File: config.mk
export PLATFORM = sky130hd
export DESIGN_NAME = aes_ct_serializer_flat
export DESIGN_NICKNAME = d
export VERILOG_FILES = /design/src/rtl/aes_ct_serializer_if.sv /design/src/rtl/aes_ct_serializer.sv /design/src/flat_wrapper.sv
export SDC_FILE = /design/constraint.sdc
export NUM_CORES = 1
export LEC_CHECK = 0
export CORE_UTILIZATION = 35
export DETAILED_ROUTE_END_ITERATION = 8
export GPL_TIMING_DRIVEN = 0
export PLACE_DENSITY = 0.54
export SLEW_MARGIN = 10
export SYNTH_ARGS = -nofsm -noshare
export SYNTH_HDL_FRONTEND = slang
export SYNTH_SLANG_ARGS = --single-unit
File: constraint.sdc
create_clock -name clk -period 4.25 [get_ports clk]
set_input_delay 1.275 -clock clk [delete_from_list [all_inputs] [get_ports clk]]
set_output_delay 1.275 -clock clk [all_outputs]
set_load 0.005 [all_outputs]
File: src/rtl/aes_ct_serializer_if.sv
// Stream bundle for the AES ciphertext serializer: 128-bit blocks in, 32-bit beats out.
// The DUT uses the slave view; the block source and the word sink use the master view.
interface aes_ct_serializer_if;
    logic         in_valid;
    logic [127:0] in_block;
    logic         out_ready;
    logic         out_valid;
    logic [31:0]  out_word;
    logic [1:0]   out_idx;
    logic         out_last;

    modport slave (
        input  in_valid, in_block, out_ready,
        output out_valid, out_word, out_idx, out_last
    );

    modport master (
        output in_valid, in_block, out_ready,
        input  out_valid, out_word, out_idx, out_last
    );
endinterface

File: src/rtl/aes_ct_serializer.sv
// Buffers AES-128 ciphertext blocks in a small FIFO and emits each one as four 32-bit
// words, most significant first. The core cannot stall, so blocks arriving while full are dropped and counted.
module aes_ct_serializer #(
    parameter int DEPTH = 4,
    parameter int CNT_W = $clog2(DEPTH) + 1
) (
    input  logic                 clk,
    input  logic                 reset_n,
    aes_ct_serializer_if.slave   bus,
    input  logic                 clr_ovf,
    output logic [CNT_W-1:0]     count,
    output logic                 full,
    output logic                 ovf,
    output logic [7:0]           drop_cnt
);
    localparam int PTR_W = $clog2(DEPTH);

    logic [127:0]     mem [DEPTH];
    logic [PTR_W-1:0] wr_ptr;
    logic [PTR_W-1:0] rd_ptr;
    logic [1:0]       beat;
    logic [127:0]     head;
    logic [31:0]      word;
    logic             out_valid;
    logic             fire;
    logic             pop;
    logic             push;
    logic             drop;

    assign head      = mem[rd_ptr];
    assign out_valid = (count != '0);
    assign full      = (count == CNT_W'(DEPTH));

    assign fire = out_valid && bus.out_ready;
    assign pop  = fire && (beat == 2'd3);
    // A full FIFO may still accept a block when its head leaves in the same cycle.
    assign push = bus.in_valid && (!full || pop);
    assign drop = bus.in_valid && full && !pop;

    always_comb begin
        word = head[127:96];
        case (beat)
            2'd0: word = head[127:96];
            2'd1: word = head[95:64];
            2'd2: word = head[63:32];
            2'd3: word = head[31:0];
            default: word = head[127:96];
        endcase
    end

    assign bus.out_valid = out_valid;
    assign bus.out_word  = word;
    assign bus.out_idx   = beat;
    assign bus.out_last  = (beat == 2'd3) && out_valid;

    always_ff @(posedge clk) begin
        if (push) mem[wr_ptr] <= bus.in_block;
    end

    always_ff @(posedge clk or negedge reset_n) begin
        if (!reset_n) begin
            wr_ptr   <= '0;
            rd_ptr   <= '0;
            beat     <= 2'd0;
            count    <= '0;
            ovf      <= 1'b0;
            drop_cnt <= 8'd0;
        end else begin
            if (push) wr_ptr <= wr_ptr + PTR_W'(1);
            if (fire) begin
                beat <= beat + 2'd1;
                if (pop) rd_ptr <= rd_ptr + PTR_W'(1);
            end

            if (push && !pop)      count <= count + CNT_W'(1);
            else if (pop && !push) count <= count - CNT_W'(1);

            // A drop in the same cycle as a clear wins, leaving exactly one counted drop.
            if (drop) begin
                ovf <= 1'b1;
                if (clr_ovf)                drop_cnt <= 8'd1;
                else if (drop_cnt != 8'hFF) drop_cnt <= drop_cnt + 8'd1;
            end else if (clr_ovf) begin
                ovf      <= 1'b0;
                drop_cnt <= 8'd0;
            end
        end
    end
endmodule
File: src/flat_wrapper.sv
// flat-port wrapper written by rule: the top's interface ports become plain ports
module aes_ct_serializer_flat 
#(
    parameter int DEPTH = 4,
    parameter int CNT_W = $clog2(DEPTH) + 1
)
  (clk, reset_n, clr_ovf, count, full, ovf, drop_cnt, bus_in_valid, bus_in_block, bus_out_ready, bus_out_valid, bus_out_word, bus_out_idx, bus_out_last);
  aes_ct_serializer_if bus_i ();
  input  logic clk;
  input  logic reset_n;
  input  logic clr_ovf;
  output logic [CNT_W-1:0] count;
  output logic full;
  output logic ovf;
  output logic [7:0] drop_cnt;
  input wire logic [$bits(bus_i.in_valid)-1:0] bus_in_valid;
  input wire logic [$bits(bus_i.in_block)-1:0] bus_in_block;
  input wire logic [$bits(bus_i.out_ready)-1:0] bus_out_ready;
  output wire logic [$bits(bus_i.out_valid)-1:0] bus_out_valid;
  output wire logic [$bits(bus_i.out_word)-1:0] bus_out_word;
  output wire logic [$bits(bus_i.out_idx)-1:0] bus_out_idx;
  output wire logic [$bits(bus_i.out_last)-1:0] bus_out_last;
  assign bus_i.in_valid = bus_in_valid;
  assign bus_i.in_block = bus_in_block;
  assign bus_i.out_ready = bus_out_ready;
  assign bus_out_valid = bus_i.out_valid;
  assign bus_out_word = bus_i.out_word;
  assign bus_out_idx = bus_i.out_idx;
  assign bus_out_last = bus_i.out_last;
  aes_ct_serializer #(.DEPTH(DEPTH), .CNT_W(CNT_W)) u_core (.clk(clk), .reset_n(reset_n), .bus(bus_i), .clr_ovf(clr_ovf), .count(count), .full(full), .ovf(ovf), .drop_cnt(drop_cnt));
endmodule
* Yosys cells after proc, flatten, opt, wreduce, memory -nomap -nowiden
Memories as Yosys holds them, arrays and structs flattened.
Cells that the tools add are included.
** Storage, ports and cells
- Register bits :: 18
- RAM bits :: 512
- Input bits :: 133
- Output and inout port bits :: 49
- Memories :: 1
** Cells by class
- $add $sub $neg :: 6
- Eq/ne operators :: 5
- Mux-type cells :: 11
- Reduce and logical (&&, ||, !) cells :: 19
** Memory list
- u_core.mem :: depth 4, bits a word 128, rd ports 1, clocked after memory_dff 0, wr ports 1, line aes_ct_serializer.sv:18 : logic [127:0] mem [DEPTH];
** Operators with widths (number)
- 32-bit case mux with 4 select lines :: 1
- 8-bit two-way mux :: 4
- 8-bit by 1-bit adder with 8-bit output, second input constant :: 1
- 1-bit logical AND :: 8
- 8-bit != test, second input constant :: 1
- 2-bit by 1-bit adder with 2-bit output, second input constant :: 3
- 3-bit two-way mux :: 2
- 2-bit nonzero test :: 3
- 2-bit == test, second input constant :: 2
- 1-bit two-way mux :: 4
- 2-bit AND reduction :: 2
- 3-bit by 1-bit adder with 3-bit output, second input constant :: 1
- 3-bit == test, second input constant :: 1
- 1-bit logical NOT :: 3
- 3-bit nonzero test :: 1
- 3-bit by 1-bit subtractor with 3-bit output, second input constant :: 1
- 2-bit by 1-bit == test with 1-bit output, second input constant :: 1
- 2-bit logical NOT :: 1
- 1-bit logical OR :: 1

* Longest topological paths before layout
Gate-level depths: netlist of run 1.
- Depth after elaboration :: 9
- Mapped depth :: 10

* Worst setup path after synthesis of run 1
No wires, ideal clock.
- Path kind :: input to register
- From :: in bus_out_ready
- To :: mem u_core.mem[0][0], enable pin
- Library setup time :: 432 ps
- Arrival time :: 3233 ps
- Path slack :: 585 ps
- Stages :: 3
- Buffers on the path :: 0
- Path through :: nand3_4 a21boi_2 and2_2
** On the way
- Word-level cells in the longest chain between the ends :: 6
** RTL lines
- start, declared :: line flat_wrapper.sv:18 : input wire logic [$bits(bus_i.out_ready)-1:0] bus_out_ready;
- 1-bit logical AND :: line aes_ct_serializer.sv:34 : assign fire = out_valid && bus.out_ready;
- 1-bit logical AND :: line aes_ct_serializer.sv:35 : assign pop = fire && (beat == 2'd3);
- 1-bit logical OR :: line aes_ct_serializer.sv:37 : assign push = bus.in_valid && (!full || pop);
- 1-bit logical AND :: line aes_ct_serializer.sv:37
- named net u_core.push :: line aes_ct_serializer.sv:27 : logic push;
- 1-bit two-way mux :: line aes_ct_serializer.sv:57 : if (push) mem[wr_ptr] <= bus.in_block;
- 1-bit two-way mux (implied by the code) :: line aes_ct_serializer.sv:57
- end, declared :: line aes_ct_serializer.sv:18
The timed path passes the listed nets, and every way through them passes these cells.

* Worst setup path after layout of run 1
- From :: reg u_core.rd_ptr[1]
- To :: out bus_out_word[25]
** On the way
- Word-level cells in the longest chain between the ends :: 2
** RTL lines
- start, declared :: line aes_ct_serializer.sv:20 : logic [PTR_W-1:0] rd_ptr;
- start signal, assigned :: line aes_ct_serializer.sv:72 : if (pop) rd_ptr <= rd_ptr + PTR_W'(1);
- memory read 4 x 128 bit
- 32-bit case mux with 4 select lines :: line aes_ct_serializer.sv:42 : case (beat)
- end, declared :: line flat_wrapper.sv:20 : output wire logic [$bits(bus_i.out_word)-1:0] bus_out_word;
Every way passes these cells.

==> results of run 1 <==
## flip-flops by register name, summed over array words and instances (netlist names)
signal / cells
u_core.ovf: 1
u_core.drop_cnt: 8
u_core.bus.out_idx: 2
u_core.wr_ptr: 2
u_core.rd_ptr: 2
u_core.mem: 512
u_core.count: 3
## per-stage QoR
step	instances	power, W	hold WS (ns)
2_1_floorplan	1160	0.0107	0.498
3_3_place_gp	2106	0.0135	0.505
3_5_place_dp	2117	0.0136	0.509
4_1_cts	2223	0.0186	0.516
5_1_grt	2227	0.0194	0.553
6_report	2227	0.0185	0.513
## synth_stat cells, types with 2 or more instances
| library cell | count | area, sq um |
|---|---|---|
| a211oi_1 | 31 | 233 |
| a21o_1 | 31 | 233 |
| a21oi_1 | 3 | 15.0 |
| a221oi_1 | 15 | 131 |
| a31oi_1 | 16 | 100 |
| a32oi_1 | 15 | 131 |
| and2_2 | 5 | 37.5 |
| and4_1 | 2 | 17.5 |
| buf_1 | 4 | 15.0 |
| buf_2 | 22 | 110 |
| buf_4 | 17 | 128 |
| buf_6 | 5 | 56.3 |
| clkbuf_1 | 13 | 48.8 |
| dfrtp_1 | 18 | 450 |
| edfxtp_1 | 512 | 15400 |
| ha_1 | 10 | 125 |
| inv_1 | 22 | 82.6 |
| mux2_2 | 4 | 45.0 |
| mux2i_1 | 148 | 1480 |
| mux4_2 | 32 | 721 |
| nand2_1 | 38 | 143 |
| nand2b_1 | 4 | 25.0 |
| nand3_1 | 32 | 160 |
| nand4_1 | 4 | 25.0 |
| nor2_1 | 72 | 270 |
| nor2_2 | 2 | 12.5 |
| nor2b_1 | 18 | 113 |
| nor3_1 | 2 | 10.0 |
| o21ai_0 | 3 | 15.0 |
| o22ai_1 | 34 | 213 |
| or3_1 | 2 | 12.5 |
| xnor2_1 | 5 | 43.8 |
| xor2_1 | 3 | 26.3 |
## per-layer routing
| layer | share of wire | up-vias | wire, um | global-route usage |
|---|---|---|---|---|
| met5 | 0.0025 | - | 130 | 0 |
| met4 | 0.018 | 20 | 952 | 0.0533 |
| met3 | 0.055 | 83 | 2920 | 0.0398 |
| met2 | 0.49 | 271 | 25700 | 0.289 |
| met1 | 0.44 | 5732 | 23000 | 0.231 |
| li1 | - | 5115 | - | - |
## worst reg2reg max path: stages, from the launching register on
cell	delay, ns
dfrtp_2	0.42
ha_4	0.20
buf_4	0.24
nand3_4	0.12
a21boi_2	0.34
and2_4	0.50
buf_16	0.30
buf_12	0.28
buf_12	0.27
## logic make-up (layout without fill, tap and decap cells)
| kind of cell | Yosys count | after routing | synth area share |
|---|---|---|---|
| compound gates | 155 | 155 | 0.0551 |
| other cells | 0 | 2 | 0 |
| flops | 530 | 530 | 0.761 |
| simple gates | 187 | 187 | 0.0433 |
| buf+inv | 85 | 385 | 0.0221 |
| fa+ha+maj | 11 | 11 | 0.00698 |
| xor+xnor | 8 | 8 | 0.00337 |
| mux | 184 | 184 | 0.108 |
## cell type report
type / count / share of cell area
Antenna cell: 2 / 0.000192
Buffer: 61 / 0.0197
Clock buffer: 69 / 0.0547
Clock inverter: 33 / 0.0137
Inverter: 23 / 0.00331
Multi-Input combinational cell: 545 / 0.182
Sequential cell: 530 / 0.607
Tap cell: 765 / 0.0367
Timing Repair Buffer: 199 / 0.0829
## path summary, 6_finish.rpt
kind,start,to,slack (ns),cells after the start
worst max-delay path,u_core.rd_ptr[1],bus_out_word[25],0.06,7
min in group asynchronous,reset_n,u_core.drop_cnt[2],1.19,1
worst min-delay path,u_core.count[2],u_core.count[2],0.51,1
worst min register to register,u_core.count[2],u_core.count[2],0.51,1
max in group asynchronous,reset_n,u_core.bus.out_idx[1],2.43,1
worst max register to register,u_core.bus.out_idx[0],u_core.mem[1][97],1.21,8
## report_power, final
part           internal, W  total, W  leakage, nW  switching, W
Clock              0.00280   0.00478        0.872       0.00197
Combinational      0.00286   0.00660         3.27       0.00374
Sequential         0.00689   0.00714         4.92      0.000258
Total               0.0125    0.0185         9.06       0.00597
## repair_timing
item                                    CTS  global route
pin swaps                                15            11
buffers inserted                          5             2
resized for setup                        69            53
hold buffers                              0             0
endpoints found under the setup margin   33            27
==> out/metrics.csv, run 1 <==
metric,value,unit
drv_cap,0,
rsz0062_at_grt,yes,
path_class,reg -> out,
setup.worst_path.end_class,primary output,
start_util,0.357,
place.port_buffers,181,
remaining_drc_errors,0,
clkLatencyLatePin,0.61,ns
cts.path.max_buffers,3,
cp_max_fo,10,
drv_slew,0,
cts.sinks,530,
clk_pin_slew,0.06,ns
grt_pass1_wl,77200,um
grt_pass1_vias,11700,
ys_seq_area_frac,0.761,
wire_per_inst,23.6,um
cts_buffers,54,
post_drt_via_cell_ratio,5.04,
core,0.0582,sq mm
worst_pin_slew,0.922,ns
die_h,246,um
gp_congestion,0.748,
synthFlopType,edfxtp_1,
cts-root-buf,clkbuf_16,
power_density,710,mW/mm^2
h-tree-depth,2,
ir_drop,0.337,mV
ys_seq_elements,530,
netlist_area,0.0208,sq mm
setup_ws,0.0600,ns
num_rows,88,
dieArea,0.0604,sq mm
cp_cell_sequence,buf_4 > buf_2 > mux2i_1 > o22ai_1 > a211oi_1 > a31oi_1 > clkdlybuf4s50_1,
fillers,5004,
cp_num_buf_inv,3,
slowest_delay,0.53,ns
arrival,2.92,ns
hold_viol_final,0,
dp_hpwl,34100,um
syn2layout_area_growth,25.4,%
max_slew_margin,0.383,
cts_tree,done,
cp-start-kind,flip-flop,
max_freq,239,MHz
fin_area,0.0261,sq mm
async_flop_share,0.0340,
status,"complete, no violations",
nets,1558,
finalCriticalPeriod,4.19,ns
routed_wl,52700,um
synth_edf_count,512,
avgSynthCellArea,17.9,sq um
post-place-ws,-0.178,ns
ant_nets,0,
grt_max_degree,46,
num_vias,11200,
setup-tns-final,0,ns
critical_path_required,2.97,ns
die_x,246,um
slowest_stage,clkdlybuf4s50_1,
drt-pass1-iter-count,5,
layout_common_cells,"edfxtp_1, clkdlybuf4s50_1, mux2i_1",
drt-initial-drc-count,869,
setup_violations,0,
cp_top_family,buffers and inverters,
finClkSkew,0.0162,ns
final.period_utilization,0.986,
antenna_found_initial,12,
pin_count,182,
leakagePower,9.06,nW
hold_class,reg -> reg,
yosysUniqueCellTypes,49,
synth_warnings,0,
seqCellArea,0.0158,sq mm
place_area,0.0238,sq mm
grt-ovfl-total,0,
final_common_cell,edfxtp_1,
syn_inst,1160,
multi_input_area,0.00474,sq mm
grt_usage,0.176,
final_core_util,0.448,
drive_gt1_frac,0.169,
synthesis.nets,1304,
(Power assumes the default switching activity.)
==> inputs of run 2 (changes only) <==
- CELL_PAD_IN_SITES_DETAIL_PLACEMENT: default -> 0
- CELL_PAD_IN_SITES_GLOBAL_PLACEMENT: default -> 2
- PLACE_DENSITY: 0.54 -> 0.67
==> run 2 against run 1 <==
Effect of this change:
- clock power down 3%
- register-to-register slack improved by 0.12 ns
- sequential share of layout area fell by 0.061 points
- global-route usage is 0.13 points higher
- cell count about the same
- die area stayed put
- critical path type unchanged
- largest cell class unchanged
==> out/metrics.csv, run 2 (synthesis results as in run 1) <==
metric,value,unit
status,"complete, no violations",
top_regs,"u_core.mem (512), u_core.drop_cnt (8), u_core.count (3)",
max_slew_margin,0.392,
cts.sinks,530,
h-tree-depth,2,
core,0.0582,sq mm
drv_cap,0,
reg2reg_depth,6,
critical_path_required,2.97,ns
dieArea,0.0604,sq mm
registers.top_by_ff_count,u_core.mem,
cp_top_family,buffers and inverters,
nets,1564,
r2r-start,u_core.bus.out_idx[0],
path_class,reg -> out,
max_freq,239,MHz
syn2layout_area_growth,25.5,%
combPwrFrac,0.363,
setup_ws,0.0597,ns
drt-initial-drc-count,657,
seq_power_share,0.386,
cp_num_buf_inv,4,
num_vias,11200,
setup.worst_path.end_class,primary output,
rsz0062_at_grt,yes,
placedCellCount,2117,
dp_hpwl,34100,um
largest_reg_flops,512,
place.port_buffers,181,
die_h,246,um
finalCriticalPeriod,4.19,ns
cts-root-buf,clkbuf_16,
arrival,2.92,ns
multi_input_area,0.00475,sq mm
antenna_found_initial,9,
post-place-ws,-0.256,ns
r2r-end,u_core.mem[3][11],
hold_start,u_core.count[2],
die_x,246,um
cp_max_fo,10,
ir_drop,0.339,mV
remaining_drc_errors,0,
drt-pass1-iter-count,5,
layout_common_cells,"edfxtp_1, clkdlybuf4s50_1, mux2i_1",
clockPowerShare,0.251,
cts_tree,done,
drive_gt1_frac,0.170,
post_drt_via_cell_ratio,5.04,
seqCellArea,0.0158,sq mm
leakagePower,9.03,nW
grt-ovfl-total,0,
p_sw_frac,0.328,
r2r_setup_slack,1.33,ns
drv_slew,0,
final.period_utilization,0.986,
gp_congestion,0.740,
grt_usage,0.177,
setup-tns-final,0,ns
finClkSkew,0.0281,ns
cp-start-kind,flip-flop,
pin_count,182,
ant_nets,0,
clk_pin_slew,0.06,ns
hold_end,u_core.count[2],
cts.path.max_buffers,3,
grt_pass1_wl,77500,um
hold_class,reg -> reg,
final_common_cell,edfxtp_1,
num_rows,88,
min_path_cells,1,
power_density,709,mW/mm^2
clkLatencyLatePin,0.63,ns
start_util,0.357,
hold_viol_final,0,
cp_cell_sequence,buf_4 > buf_6 > buf_6 > mux2i_1 > nand2_1 > nand3_1 > a32oi_2 > clkdlybuf4s50_1,
slowest_delay,0.56,ns
fillers,5018,
hold_buffers,0,
fin_cells,2229,
grt_max_degree,49,
final_core_util,0.448,
grt_pass1_vias,11500,
crit_path_frequent_cell,buf_6,
p_switching,0.00607,W
cts_buffers,56,
slowest_stage,clkdlybuf4s50_1,
routed_wl,53500,um
worst_pin_slew,0.909,ns
setup_violations,0,
p_int,0.0124,W
wire_per_inst,24.0,um
[run 2: worst register-to-register path, stage by stage, from the launching register on]
cell and delay [ns]:
dfrtp_2 0.43, ha_4 0.21, buf_4 0.27, nand3_4 0.13
a21boi_2 0.35, and2_4 0.75, buf_16 0.36
[run 2: worst max path at each step]
stage                                startpoint            endpoint  slack, ns  depth (start not counted)
after global routing      u_core.bus.out_idx[0]    bus_out_word[17]      -0.02                         10
after global placement            bus_out_ready  u_core.mem[1][122]      -1.69                          4
after floorplan                   bus_out_ready    u_core.mem[0][0]       0.58                          3
final                          u_core.rd_ptr[1]    bus_out_word[17]       0.06                          8
after CTS                 u_core.bus.out_idx[0]     bus_out_word[2]      -0.04                          8
after detailed placement  u_core.bus.out_idx[0]    bus_out_word[18]      -0.26                          8
[run 2: power groups by stage]
| stage | combinational (W) | sequential [W] | clock [W] |
|---|---|---|---|
| after floorplan | 0.00345 | 0.00724 | 0 |
| after global placement | 0.00622 | 0.00735 | 0 |
| after detailed placement | 0.00642 | 0.00725 | 0 |
| after CTS | 0.00679 | 0.00715 | 0.00474 |
| after global routing | 0.00719 | 0.00723 | 0.00493 |
| final | 0.00671 | 0.00715 | 0.00464 |
[run 2: cell type report]
type	instances	area share
Inverter	23	0.00331
Multi-Input combinational cell	545	0.182
Sequential cell	530	0.606
Timing Repair Buffer	203	0.0845
Antenna cell	2	0.000192
Clock inverter	30	0.0105
Buffer	61	0.0208
Clock buffer	70	0.0557
Tap cell	765	0.0367
[run 2: metal layers]
layer,GRT usage,share of wire,vias up,wire (um)
li1,-,-,5125,-
met1,0.239,0.44,5751,23800
met2,0.288,0.48,267,25700
met3,0.0355,0.050,85,2690
met4,0.0519,0.023,12,1230
met5,0,0.0016,-,87
[run 2: through the flow]
step	total power, W	hold slack, ns	area (sq um)
finish	0.0185	0.515	26100
global route	0.0194	0.541	26100
CTS	0.0187	0.517	26000
detailed placement	0.0137	0.509	23800
global placement	0.0136	0.504	23600
floorplan	0.0107	0.498	20800
[run 2: what timing repair did]
item	4_1_cts	5_1_grt
gates resized for setup	90	37
setup buffers	11	0
setup endpoints to repair	33	26
pin swaps	19	10
==> inputs of run 3 (changes only) <==
- DONT_BUFFER_PORTS: default -> 1
- PLACE_DENSITY: 0.67 -> 0.62
- SKIP_CTS_REPAIR_TIMING: default -> 1
==> run 3 against run 2 <==
Effect of this change:
- register-to-register slack got worse by 0.26 ns
- clock power up 8.2%
- die area stayed put
- core utilization shrank 3.5 points
- clock skew is 0.0017 ns lower
- first-iteration DRC count is 13% lower
- combinational power shrank 18%
- via count is 7.1% lower
- critical endpoint is now bus_out_word[5]
==> out/metrics.csv, run 3 (synthesis results as in run 1) <==
metric,value,unit
status,"complete, no violations",
layout_common_cells,"edfxtp_1, mux2i_1, nor2_1",
leakagePower,8.19,nW
hold_class,in -> async,
dieArea,0.0604,sq mm
rsz0062_at_grt,yes,
gp_congestion,0.782,
clk_pin_slew,0.06,ns
cts.sinks,530,
place.port_buffers,0,
largest_reg_flops,512,
final.period_utilization,0.962,
top_layer,met4,
slowest_stage,dfrtp_2,
placedCellCount,1935,
holdWs,0.350,ns
setup_violations,0,
pin_count,182,
core,0.0582,sq mm
remaining_drc_errors,0,
max_slew_margin,0.457,
cp_cell_sequence,inv_1 > ha_1 > buf_2 > nand2_4 > nor2_4 > buf_2 > a211oi_1 > a32oi_1,
die_h,246,um
registers.top_by_ff_count,u_core.mem,
num_vias,10400,
clkLatencyLatePin,0.63,ns
slowest_delay,0.47,ns
ir_drop,0.324,mV
routed-wl-met3,3680,um
finClkSkew,0.0263,ns
ant_nets,0,
n_antenna_cell,0,
setup.worst_path.end_class,primary output,
die_x,246,um
grt_max_degree,49,
grt_pass1_vias,11100,
multi_input_area,0.00459,sq mm
cts_buffers,58,
post-place-ws,0.0887,ns
arrival,2.81,ns
routed_wl,53200,um
drt-initial-drc-count,574,
p_total,0.0177,W
cts.path.max_buffers,3,
p_switching,0.00589,W
wl_met1,23100,um
worst_pin_slew,0.814,ns
cp_max_fo,10,
r2r-start,u_core.bus.out_idx[1],
hold_viol_final,0,
wire_per_inst,26.0,um
h-tree-depth,2,
critical_path_required,2.97,ns
antenna_found_initial,2,
start_util,0.357,
max_freq,245,MHz
clockPowerShare,0.284,
drv_slew,0,
top_regs,"u_core.mem (512), u_core.drop_cnt (8), u_core.count (3)",
nets,1374,
finalCriticalPeriod,4.09,ns
dp_hpwl,34400,um
power_density,735,mW/mm^2
critPathLaunch,u_core.bus.out_idx[0],
crit_path_frequent_cell,buf_2,
seqCellArea,0.0158,sq mm
path_class,reg -> out,
final_common_cell,edfxtp_1,
syn2layout_area_growth,15.7,%
fillers,5209,
fin_cells,2045,
drive_gt1_frac,0.168,
grt_usage,0.178,
wl_met2,25200,um
reg2reg_depth,6,
p_sw_frac,0.333,
seq_power_share,0.405,
num_rows,88,
cp-start-kind,flip-flop,
post_drt_via_cell_ratio,5.11,
cts-root-buf,clkbuf_16,
drt-pass1-iter-count,4,
grt_pass1_wl,76800,um
setup_ws,0.162,ns
grt-ovfl-total,0,
p_int,0.0118,W
cts_tree,done,
combPwrFrac,0.311,
drv_cap,0,
[run 3: cell types whose count changed in the layout (fill, tap and decap cells not counted), moves of 4 or more]
cell,before,now
dlymetal6s2s_1,5,0
bufinv_16,3,7
a211oi_1,19,31
a211oi_2,12,0
buf_6,19,5
dlygate4sd2_1,6,0
clkdlybuf4s50_1,170,0
buf_12,6,2
buf_4,27,19
buf_2,7,18
clkinv_1,11,17
[run 3: critical path, delay by kind of cell, from the launching register on]
kind,cells,cell delay (ns)
and+or+nand+nor,2,0.37
DFF,1,0.47
adders and majority gates,1,0.14
AOI/OAI and AO/OA,2,0.51
buffers and inverters,3,0.71
[run 3: stage by stage]
step | utilization | setup TNS [ns] | cell area [sq um]
after detailed placement | 0.378 | 0 | 22000
final | 0.413 | 0 | 24100
after global routing | 0.413 | -0.00725 | 24100
after global placement | 0.373 | -530.10 | 21700
after floorplan | - | 0 | 20800
after CTS | 0.411 | -7.54 | 23900
[run 3: layout make-up]
cell class,instances,share of cell area
Tap cell,765,0.0398
Clock inverter,46,0.0190
Sequential cell,530,0.658
Multi-Input combinational cell,545,0.191
Timing Repair Buffer,11,0.0111
Inverter,23,0.00359
Buffer,61,0.0164
Clock buffer,64,0.0613
[run 3: metal layers]
metal	up-vias	track usage
met4	0	0.0501
met2	242	0.288
li1	4753	-
met5	-	0
met3	77	0.0564
met1	5371	0.229
[run 3: power groups by stage]
stage	clock network (W)	registers, W	logic (W)
3_5_place_dp	0	0.00727	0.00555
3_3_place_gp	0	0.00738	0.00535
6_report	0.00502	0.00716	0.00550
5_1_grt	0.00535	0.00724	0.00596
2_1_floorplan	0	0.00724	0.00345
4_1_cts	0.00514	0.00716	0.00557
[run 3: final timing paths]
kind	endpoint	slack [ns]
setup / recovery	bus_out_word[5]	0.16
hold reg to reg	u_core.ovf	0.55
setup reg to reg	u_core.mem[0][83]	1.07
hold / removal	u_core.count[2]	0.35
max in group asynchronous	u_core.bus.out_idx[0]	3.80
min in group clk	u_core.ovf	0.55
